## src/rtl/slew_limiter_scheduler.sv

```systemverilog
// rtl/slew_limiter_scheduler.sv - time-multiplexed per-channel slew-rate limiter
// One subtract/clamp unit walks all channels per sample frame; outputs commit together.
module slew_limiter_scheduler #(
    parameter int  NUM_CHANNELS          = 4,
    parameter int  SIGNAL_FRACTION_WIDTH = 14,
    parameter real VCC                   = 12.0,
    parameter real SAMPLE_RATE           = 48000.0,
    parameter real MAX_CHANGE_RATE       = 1000.0
) (
    input  logic                      clk,
    input  logic                      I_RST,
    input  logic                      audio_clk_en,
    input  logic [16*NUM_CHANNELS-1:0] in,
    input  logic [NUM_CHANNELS-1:0]   bypass,
    input  logic                      overrun_clr,
    output logic [16*NUM_CHANNELS-1:0] out,
    output logic                      sample_valid,
    output logic                      busy,
    output logic                      overrun
);

    localparam real STEP_REAL = real'(1 << SIGNAL_FRACTION_WIDTH) * MAX_CHANGE_RATE
                                / VCC / SAMPLE_RATE;
    localparam int  STEP_RAW  = $rtoi(STEP_REAL);
    localparam int  MAX_STEP  = (STEP_RAW < 1) ? 1 : STEP_RAW;
    localparam logic signed [16:0] STEP17 = 17'(MAX_STEP);
    localparam logic signed [15:0] STEP16 = 16'(MAX_STEP);
    localparam int  IDX_W     = (NUM_CHANNELS > 1) ? $clog2(NUM_CHANNELS) : 1;
    localparam logic [IDX_W-1:0] LAST = IDX_W'(NUM_CHANNELS - 1);

    typedef enum logic [0:0] {IDLE = 1'b0, RUN = 1'b1} state_t;

    state_t                    state_q, state_d;
    logic [IDX_W-1:0]          idx_q, idx_d;
    logic signed [15:0]        snap_q [NUM_CHANNELS];
    logic signed [15:0]        snap_d [NUM_CHANNELS];
    logic signed [15:0]        work_q [NUM_CHANNELS];
    logic signed [15:0]        work_d [NUM_CHANNELS];
    logic [NUM_CHANNELS-1:0]   byp_q, byp_d;
    logic [16*NUM_CHANNELS-1:0] out_q, out_d;
    logic                      valid_q, valid_d;
    logic                      ovr_q, ovr_d;

    logic signed [15:0]        cur_snap, cur_work, next_val;
    logic signed [16:0]        delta;

    // Shared limiter: the result always lies between work and snapshot, so no overflow.
    always_comb begin
        cur_snap = snap_q[idx_q];
        cur_work = work_q[idx_q];
        delta    = {cur_snap[15], cur_snap} - {cur_work[15], cur_work};
        if (byp_q[idx_q]) begin
            next_val = cur_snap;
        end else if (delta > STEP17) begin
            next_val = cur_work + STEP16;
        end else if (delta < -STEP17) begin
            next_val = cur_work - STEP16;
        end else begin
            next_val = cur_snap;
        end
    end

    always_comb begin
        state_d = state_q;
        idx_d   = idx_q;
        snap_d  = snap_q;
        work_d  = work_q;
        byp_d   = byp_q;
        out_d   = out_q;
        valid_d = 1'b0;
        ovr_d   = ovr_q;

        // A strobe while sequencing is dropped but remembered; set beats clear.
        if (audio_clk_en && (state_q == RUN)) begin
            ovr_d = 1'b1;
        end else if (overrun_clr) begin
            ovr_d = 1'b0;
        end

        case (state_q)
            IDLE: begin
                if (audio_clk_en) begin
                    state_d = RUN;
                    idx_d   = '0;
                    byp_d   = bypass;
                    for (int k = 0; k < NUM_CHANNELS; k++) begin
                        snap_d[k] = in[16*k +: 16];
                    end
                end
            end
            RUN: begin
                work_d[idx_q] = next_val;
                if (idx_q == LAST) begin
                    state_d = IDLE;
                    valid_d = 1'b1;
                    for (int k = 0; k < NUM_CHANNELS; k++) begin
                        out_d[16*k +: 16] = work_d[k];
                    end
                end else begin
                    idx_d = idx_q + IDX_W'(1);
                end
            end
        endcase
    end

    always_ff @(posedge clk or posedge I_RST) begin
        if (I_RST) begin
            state_q <= IDLE;
            idx_q   <= '0;
            byp_q   <= '0;
            out_q   <= '0;
            valid_q <= 1'b0;
            ovr_q   <= 1'b0;
            for (int k = 0; k < NUM_CHANNELS; k++) begin
                snap_q[k] <= '0;
                work_q[k] <= '0;
            end
        end else begin
            state_q <= state_d;
            idx_q   <= idx_d;
            byp_q   <= byp_d;
            out_q   <= out_d;
            valid_q <= valid_d;
            ovr_q   <= ovr_d;
            for (int k = 0; k < NUM_CHANNELS; k++) begin
                snap_q[k] <= snap_d[k];
                work_q[k] <= work_d[k];
            end
        end
    end

    assign out          = out_q;
    assign sample_valid = valid_q;
    assign busy         = (state_q == RUN);
    assign overrun      = ovr_q;

endmodule
```

## config.mk

```make
export PLATFORM = sky130hd
export DESIGN_NAME = slew_limiter_scheduler
export DESIGN_NICKNAME = d
export VERILOG_FILES = /design/src/rtl/slew_limiter_scheduler.sv
export SDC_FILE = /design/constraint.sdc
export NUM_CORES = 1
export LEC_CHECK = 0
export CORE_MARGIN = 10
export CORE_UTILIZATION = 40
export DETAILED_ROUTE_END_ITERATION = 10
export SLEW_MARGIN = 20
export SYNTH_ARGS = -nofsm -noshare
export SYNTH_HDL_FRONTEND = slang
export SYNTH_SLANG_ARGS = --single-unit
export TNS_END_PERCENT = 20
```

## constraint.sdc

```tcl
create_clock -name clk -period 7 [get_ports clk]
set_input_delay 1.75 -clock clk [delete_from_list [all_inputs] [get_ports clk]]
set_output_delay 1.75 -clock clk [all_outputs]
set_load 0.05 [all_outputs]
```

# Word-level counts from Yosys, hierarchy flattened
# Cells that the tools add are included.
[totals]
input_bits = 72
register_bits = 201
wordCells = 58
[op_classes]
bitwise = 2
n_eq_ne = 3
reduce_logical = 6
n_addsub = 4
n_mux = 24
magnitude_cmp = 5
[op_table]
columns = ["operator", "count"]
rows = [
  ["2-to-1 mux 16 bit", 8],
  ["binary-select mux 16 bit (select 2 bit)", 2],
  ["bitwise mux 64 bit", 1],
  ["demux 16 bit (select 2 bit)", 1],
  ["greater-than comparator 17 x 6 -> 1 bit (second input constant)", 1],
  ["< comparator 17 x 6 -> 1 bit (second input constant)", 1],
  ["subtractor 16 x 16 -> 17 bit", 1],
  ["adder 16 x 6 -> 16 bit (second input constant)", 1],
  ["subtractor 16 x 6 -> 16 bit (second input constant)", 1],
  ["2-to-1 mux 1 bit", 7],
  ["AND reduction 2 bit", 3],
  ["2-to-1 mux 2 bit", 2],
  ["inequality test 2 bit (second input constant)", 2],
  ["case mux 2 bit (2 select lines)", 1],
  [">= comparator 3 bit (second input constant)", 1],
  ["< comparator 2 x 3 -> 1 bit (second input constant)", 1],
  ["< comparator 3 x 1 -> 1 bit (second input constant)", 1],
  ["NOT 2 -> 3 bit", 1],
  ["adder 2 x 1 -> 2 bit (second input constant)", 1],
  ["binary-select mux 1 bit (select 2 bit)", 1],
  ["== test 2 bit (second input constant)", 1],
  ["logical AND 1 bit", 2],
  ["case mux 1 bit (2 select lines)", 1],
  ["nonzero test 2 bit", 1],
  ["NOT 1 bit", 1],
]

# Logic depth before layout (Yosys ltp)
# Gate-level depths: netlist (run 1).
[depth]
ltp_word = 10
depth_mapped = 22

# Worst setup path after synthesis (run 1)
# Ideal clock, no wire load.
[synth_timing]
path_kind = "register to register"
startpoint = "register idx_q[0]"
endpoint = "register out_q[17], in the netlist out[17]"
required_ps = 6859
setup_ps = 141
arrival_ps = 5368
path_buffers = 5
setup_slack_ps = 1491
synth_period_minus_slack_ps = 5509
stages_incl_launch_ff = 21
path_cell_list = "dfrtp_1 > buf_2 > buf_2 > buf_2 > clkbuf_1 > mux4_2 > inv_1 > ha_1 > inv_1 > fa_1 > a21o_1 > a221oi_2 > o21ai_0 > xnor2_1 > nand4_1 > nor4b_4 > or3_1 > buf_2 > nand2_1 > mux2i_1 > o21ai_0"
[synth_between]
elab_chain_len = 10
elab_cells_between_ends = 25
[synth_rtl]
columns = ["element", "line", "source"]
rows = [
  ["from (decl)", "34", "logic [IDX_W-1:0] idx_q, idx_d;"],
  ["from (signal assigned)", "120", "idx_q <= idx_d;"],
  ["NOT 2 -> 3 bit (not written as such)", "49, 50, 92", ""],
  ["binary-select mux 16 bit (select 2 bit) (on tied branches)", "49, 50", ""],
  ["2-to-1 mux 16 bit (on tied branches) (2 in a row)", "49, 50", ""],
  ["subtractor 16 x 16 -> 17 bit", "51", "delta = {cur_snap[15], cur_snap} - {cur_work[15], cur_work};"],
  ["< comparator 17 x 6 -> 1 bit", "56", "end else if (delta < -STEP17) begin"],
  ["2-to-1 mux 16 bit", "56", ""],
  ["2-to-1 mux 16 bit", "54", "end else if (delta > STEP17) begin"],
  ["2-to-1 mux 16 bit", "52", "if (byp_q[idx_q]) begin"],
  ["bitwise mux 64 bit", "92", "work_d[idx_q] = next_val;"],
  ["to (signal assigned)", "122", "out_q <= out_d;"],
  ["to (decl)", "40", "logic [16*NUM_CHANNELS-1:0] out_q, out_d;"],
]
# Parallel ways exist; a longest one is shown, timed or not. The select of a mux whose other input is x is not followed.
# A chain may end at the register's enable or synchronous reset.

# Worst setup path after layout (run 1)
[layout_timing]
startpoint = "register idx_q[0]"
endpoint = "register work_q[51] (netlist name)"
[layout_between]
elab_chain_len = 10
elab_cells_between_ends = 23
[layout_rtl]
columns = ["element", "line", "source"]
rows = [
  ["NOT 2 -> 3 bit (not written as such)", "49, 50, 92", ""],
  ["binary-select mux 16 bit (select 2 bit) (on tied branches)", "49, 50", ""],
  ["2-to-1 mux 16 bit (on tied branches) (2 in a row)", "49, 50", ""],
  ["subtractor 16 x 16 -> 17 bit", "51", ""],
  ["< comparator 17 x 6 -> 1 bit", "56", ""],
  ["2-to-1 mux 16 bit", "56", ""],
  ["2-to-1 mux 16 bit", "54", ""],
  ["2-to-1 mux 16 bit", "52", ""],
  ["bitwise mux 64 bit *", "92", ""],
  ["to (signal, indexed assignment)", "127", "work_q[k] <= work_d[k];"],
  ["to (decl)", "37", "logic signed [15:0] work_q [NUM_CHANNELS];"],
]
# Every way passes the cells marked *; elsewhere a longest branch is shown, timed or not. The select of a mux whose other input is x is not followed.

==> Implementation_results.wiki, run 1 <==
{| class="wikitable"
! Metric !! Value
|-
| CTS buffer count || 24
|-
| Final hold violation count || 0
|-
| DRT Wirelength || 30800 um
|-
| Type of element launching the critical path || flop
|-
| Number of rows in the core area || 59
|-
| Remaining antenna violation count || 0
|-
| Via total after detailed routing || 8354
|-
| Antenna diode count || 0
|-
| Outcome || finished, final reports clean
|-
| R2R depth || 16
|-
| Count of flip-flops with a built-in enable after synthesis || 0
|-
| Number of standard cells in the final layout excluding fillers || 1464
|-
| Setup tns final || 0 ns
|-
| Net count of the finished layout || 1207
|-
| Area used by sequential logic in the layout || 5030 um^2
|-
| Async set or reset register ratio after synthesis || 100%
|-
| Number of hold buffers added after cts || 0
|-
| Effective utilization at floorplan || 40.9%
|-
| CTS tree || done
|-
| Number of cells on the worst hold path || 1
|-
| Hold worst-path end || out[62]
|-
| Final critical-path setup slack || 1.16 ns
|-
| Total Die Area || 33700 um^2
|-
| Number of slew-limit violations in the final report || 0
|-
| Unique masters post-synth || 62
|-
| Highest clock rate || 0.171 GHz
|-
| Floorplan die height || 184 um
|-
| Clock slew at reported path FFs || 0.06 ns
|-
| Total of endpoints with negative setup slack in the final report || 0
|-
| Setup bufs post-CTS || 0
|-
| Share of cells above drive strength 1 || 16.3%
|-
| Routability-driven placement congestion ratio || 0.904
|-
| CTS Root Buffer Type || clkbuf_16
|-
| Final routed DRC violation total || 0
|-
| H-tree depth reported by CTS || 1
|-
| Unrepaired setup endpoints after global routing || false
|-
| Proportion of synthesized chip area in sequential cells || 47.0%
|-
| Placeable core area || 26200 um^2
|-
| Clock Tree Buf Depth || 3
|-
| Average cell area after synthesis || 10.7 um^2
|-
| Routed wirelength normalized by instance count || 21.0 um
|-
| Area occupied by multi-input gates || 5280 um^2
|-
| Clock Latency Late Sink || 0.52 ns
|-
| Critical path type || flop to flop
|-
| Overflow after GRT || 0
|-
| Post-cts sizing count || 0
|-
| First-pass GRT wire length || 48700 um
|-
| Critical path data required time || 7.35 ns
|-
| Commonest cells after routing, fill and taps aside || dfrtp_1, clkdlybuf4s50_1, o21ai_0
|-
| Ys Warns || 0
|-
| Capturing element type of the critical path || flop
|-
| Number of DRC violations after detailed-routing iteration 0 || 635
|-
| P&R area growth vs syn || 23.3%
|-
| Capturing point of the worst reg2reg path || work_q[51]
|-
| Dominant register cell in the synthesized netlist || dfrtp_1
|-
| Slew of the pin with the lowest slew margin || 1.01 ns
|-
| # IOs || 139
|-
| Critical path, cell by cell || mux4_2 -> inv_1 -> ha_1 -> inv_1 -> fa_1 -> a21o_1 -> a221o_1 -> a21o_1 -> and3_1 -> nor4_1 -> and4_1 -> or2_0 -> buf_4 -> a21boi_0 -> a211oi_2 -> o21ai_0
|-
| FILL cells || 2326
|-
| Per-cell via count in the routed design || 5.71
|-
| Number of global-route vias before repair || 8361
|-
| Yosys reg bits || 201
|-
| Min Clock Period, post-route || 5.84 ns
|-
| Instance count after placement with tap cells included || 1421
|-
| Setup Skew || 0.0188 ns
|-
| Leading cell types by total area after synthesis || dfrtp_1, mux2_2, mux4_2, o21ai_0, a21oi_1
|-
| Die extent in x || 184 um
|-
| Total track usage || 18.0%
|-
| Summed instance area of the synthesized netlist || 10700 um^2
|-
| Most common library cell in the layout ignoring fill and taps || dfrtp_1
|-
| First-pass DRT Iterations || 5
|-
| Peak fanout along the critical path || 20
|-
| Port Buffer Count || 138
|-
| Place WS || 1.23 ns
|-
| Synthesized net count || 1098
|-
| Yosys top cell by area || dfrtp_1
|-
| Number of antenna violations at the first check in global routing || 0
|-
| Worst endpoint data arrival time || 6.19 ns
|-
| Reg-to-reg startpoint || idx_q[0]
|-
| Portion of the clock cycle consumed by the worst path in the final layout || 83.4%
|-
| Max incr delay on CP || 0.82 ns
|-
| Class of the most critical hold timing path || flop to flop
|-
| Tightest slew margin relative to the limit || 32.4%
|-
| Cells after Synth || 1003
|-
| Cell with the largest stage delay on the worst path || dfrtp_2
|-
| Pin count of the biggest net entering global routing || 114
|-
| Startpoint of the most critical hold path || out[62]
|-
| Detailed placer's ending HPWL || 22000 um
|-
| Max-Cap Viols || 0
|-
| Clk sinks || 201
|-
| Util after Layout || 50.4%
|-
| Reg-to-reg slack, setup || 1.16 ns
|-
| Top-area cell type share of the netlist area || 47.0%
|}
## cell usage after synthesis (3+ instances only)
cell type and count:
o211ai_1 3, and3_1 23, nor3b_1 26, a21oi_1 77, buf_1 10, mux2_2 71
nand3_1 9, a21o_1 16, o211a_1 3, a311oi_4 7, nor3_1 25, nand2_1 93
o21ai_0 99, clkbuf_1 48, or3_1 5, nor2b_1 3, o21ai_1 18, and2_1 4
ha_1 22, o21a_1 19, inv_1 34, nor2_1 31, a311o_4 3, nand2b_1 5
buf_2 8, o22ai_1 4, mux4_2 32, xnor2_1 24, o2111ai_1 3, a211oi_1 5
mux2i_1 5, dfrtp_1 201, nor2_2 3, nand4_1 5, nor4_1 24
## worst max-delay path by stage
stage                   from  cells past startpoint          to
CTS                 idx_q[0]                     16  work_q[34]
finish              idx_q[0]                     16  work_q[51]
floorplan           idx_q[0]                     20     out[17]
global route        idx_q[0]                     16  work_q[48]
detailed placement  idx_q[0]                     16  work_q[34]
global placement    idx_q[0]                     16  work_q[35]
## metrics by stage
| step | hold slack [ns] | area (um^2) |
|---|---|---|
| 5_1_grt | 0.491 | 13200 |
| 4_1_cts | 0.481 | 13200 |
| 3_5_place_dp | 0.468 | 12400 |
| 2_1_floorplan | 0.444 | 10700 |
| 6_report | 0.476 | 13200 |
| 3_3_place_gp | 0.462 | 12400 |
## cells by family (layout without fill, tap and decap cells)
group	count (synthesis)	in the layout	synth area share [%]
AOI/OAI and AO/OA	278	278	17.0
and+or+nand+nor	265	265	12.7
DFF	201	201	47.0
muxes	108	108	14.7
buffers and inverters	103	229	3.89
xor gates and xnor gates	25	25	2.04
adders and majority gates	23	23	2.76
## state kept, by name (all words and copies together), names as in the netlist
| register | cells |
|---|---|
| out | 64 |
| snap_q | 64 |
| work_q | 64 |
| byp_q | 4 |
| idx_q | 2 |
| busy | 1 |
| overrun | 1 |
| sample_valid | 1 |
## per-layer routing
layer	vias up	global-route usage (%)	wire length, um
met2	250	29.0	14500
met4	0	3.38	473
met3	32	4.49	2080
met1	4181	24.1	13700
li1	3891	-	-
met5	-	0	0
## area by class of cell
class | count | area share, %
inverters | 35 | 1.02
repair buffers | 151 | 11.3
clock buffers | 34 | 5.36
multi-input cells | 699 | 40.0
clock inverters | 9 | 1.04
well taps | 335 | 3.17
flip-flops and latches | 201 | 38.1
## worst max-delay path, delay by kind of cell (launching register included)
kind                       cells  cell delay, ns
adders and majority gates      2            0.65
buffers and inverters          3            0.46
and+or+nand+nor                4            1.33
DFF                            1            0.82
muxes                          1            0.59
AOI/OAI and AO/OA              6            1.81
Power of run 1 is left out: the tool's default activity adds up to more than one toggle a clock period on the data nets, which glitch-free logic cannot reach.
==> run 2, diff against run 1 <==
clock period = 6 ns   (was 7 ns; I/O delays follow)
==> run 2 against run 1 <==
Net effect:
- first-iteration DRC count grew 1.7%
- sequential cell count stayed put
- core utilization shrank 0.086 points
- non-clock buffer count is 4 higher
- sequential share of layout area grew 0.065 points
- global-route usage down 0.25 points
- via count down 0.61%
- die area did not move
- critical path depth increased by 1
- cell count is essentially flat
- fmax up 16%
==> Implementation_results.wiki, run 2 (same netlist as run 1, synthesis figures left out) <==
{| class="wikitable"
! Metric !! Value
|-
| Origin of the worst setup path || idx_q[0]
|-
| Type of element launching the critical path || flop
|-
| Port Buffer Count || 138
|-
| Clk sinks || 201
|-
| Setup tns final || 0 ns
|-
| Total track usage || 17.7%
|-
| Max-Cap Viols || 0
|-
| Remaining antenna violation count || 0
|-
| Worst path bufs/invs || 4
|-
| Net count of the finished layout || 1210
|-
| Per-cell via count in the routed design || 5.67
|-
| Most common library cell in the layout ignoring fill and taps || dfrtp_1
|-
| Reg-to-reg slack, setup || 0.96 ns
|-
| CTS buffer count || 23
|-
| Reg-to-reg startpoint || idx_q[0]
|-
| Capturing element type of the critical path || flop
|-
| Post-cts sizing count || 0
|-
| CTS Root Buffer Type || clkbuf_16
|-
| Die extent in x || 184 um
|-
| Number of slew-limit violations in the final report || 0
|-
| Min Clock Period, post-route || 5.04 ns
|-
| Clock Tree Buf Depth || 3
|-
| Capturing point of the worst reg2reg path || work_q[33]
|-
| Slew of the pin with the lowest slew margin || 1.03 ns
|-
| Commonest cells after routing, fill and taps aside || dfrtp_1, clkdlybuf4s50_1, o21ai_0
|-
| Final hold violation count || 0
|-
| Max incr delay on CP || 0.55 ns
|-
| Pin count of the biggest net entering global routing || 159
|-
| Worst endpoint data arrival time || 5.41 ns
|-
| Critical path data required time || 6.37 ns
|-
| Final routed DRC violation total || 0
|-
| DRT Wirelength || 30000 um
|-
| Critical path, cell by cell || buf_12 -> mux4_2 -> inv_1 -> ha_1 -> inv_1 -> fa_1 -> a21o_1 -> a221o_1 -> a21o_1 -> o21bai_1 -> a31o_2 -> nand2b_1 -> buf_4 -> or2_0 -> nand2_1 -> mux2i_1 -> o21ai_0
|-
| R2R depth || 17
|-
| Routed wirelength normalized by instance count || 20.5 um
|-
| End point of the critical path || work_q[33]
|-
| Class of the most critical hold timing path || flop to flop
|-
| Floorplan die height || 184 um
|-
| Detailed placer's ending HPWL || 21800 um
|-
| Total of endpoints with negative setup slack in the final report || 0
|-
| Overflow after GRT || 0
|-
| CTS tree || done
|-
| First-pass DRT Iterations || 5
|-
| Setup bufs post-CTS || 0
|-
| First-pass GRT wire length || 48400 um
|-
| Outcome || finished, final reports clean
|-
| # IOs || 139
|-
| Number of rows in the core area || 59
|-
| Number of global-route vias before repair || 8591
|-
| Clock slew at reported path FFs || 0.06 ns
|-
| Portion of the clock cycle consumed by the worst path in the final layout || 84.0%
|-
| Cell with the largest stage delay on the worst path || mux2i_1
|-
| Number of hold buffers added after cts || 0
|-
| Highest clock rate || 0.198 GHz
|-
| Clock Latency Late Sink || 0.53 ns
|-
| Number of DRC violations after detailed-routing iteration 0 || 646
|-
| Tightest slew margin relative to the limit || 31.5%
|-
| Antenna diode count || 0
|-
| Effective utilization at floorplan || 40.9%
|-
| Unrepaired setup endpoints after global routing || false
|-
| Routability-driven placement congestion ratio || 0.850
|-
| P&R area growth vs syn || 23.0%
|-
| Share of cells above drive strength 1 || 16.2%
|-
| Peak fanout along the critical path || 22
|-
| Setup Skew || 0.0125 ns
|-
| Via total after detailed routing || 8303
|-
| Critical path's top delay family || compound AO/OA/AOI/OAI gates
|-
| Number of gates on the worst path with buffers counted || 17
|-
| Critical path type || flop to flop
|-
| Total Die Area || 33700 um^2
|-
| Placeable core area || 26200 um^2
|-
| H-tree depth reported by CTS || 1
|-
| Number of antenna violations at the first check in global routing || 0
|}
[run 2: cell types whose count changed in the layout (fill, tap and decap cells not counted), sizes merged]
cell,previous run,this run
buf,13,17
bufinv,3,2
clkbuf,34,32
[run 2: worst min-delay path by stage]
stage          startpoint    endpoint  slack [ns]  depth (start not counted)
6_report          out[62]     out[62]        0.47                          1
5_1_grt           out[59]     out[59]        0.50                          1
4_1_cts           out[62]     out[62]        0.48                          1
3_5_place_dp      out[62]     out[62]        0.47                          1
3_3_place_gp      out[59]     out[59]        0.46                          1
2_1_floorplan  work_q[11]  work_q[11]        0.44                          1
[run 2: metal layers]
metal	share of wire [%]	track usage (%)
met3	6.4	4.45
met2	46	28.2
met1	46	24.0
met5	0	0
met4	1.7	3.70
[run 2: area by class of cell]
cell class,instances,area [um^2]
fill,2366,13000
multi-input combinational,699,5280
sequential,201,5030
timing repair buffer,155,1530
clock buffer,32,659
tap,335,419
inverter,35,136
clock inverter,8,123
[run 2: worst register-to-register path, cell delays in order (launching register included)]
cell      delay [ns]
dfrtp_2         0.44
buf_12          0.23
mux4_2          0.53
inv_1           0.09
ha_1            0.18
inv_1           0.06
fa_1            0.47
a21o_1          0.24
a221o_1         0.38
a21o_1          0.22
o21bai_1        0.14
a31o_2          0.42
nand2b_1        0.09
buf_4           0.19
or2_0           0.23
nand2_1         0.26
mux2i_1         0.55
o21ai_0         0.18
[run 2: metrics by stage]
stage	cells	util (%)	hold WS, ns	setup WS (ns)	area (um^2)
after floorplan	1003	-	0.444	0.491	10700
after global routing	1465	50.3	0.498	0.600	13200
after detailed placement	1425	47.3	0.465	0.992	12400
final	1465	50.3	0.471	0.958	13200
after CTS	1465	50.3	0.478	0.968	13200
after global placement	1425	47.3	0.462	1.07	12400
Power of run 2 is left out for the same reason.
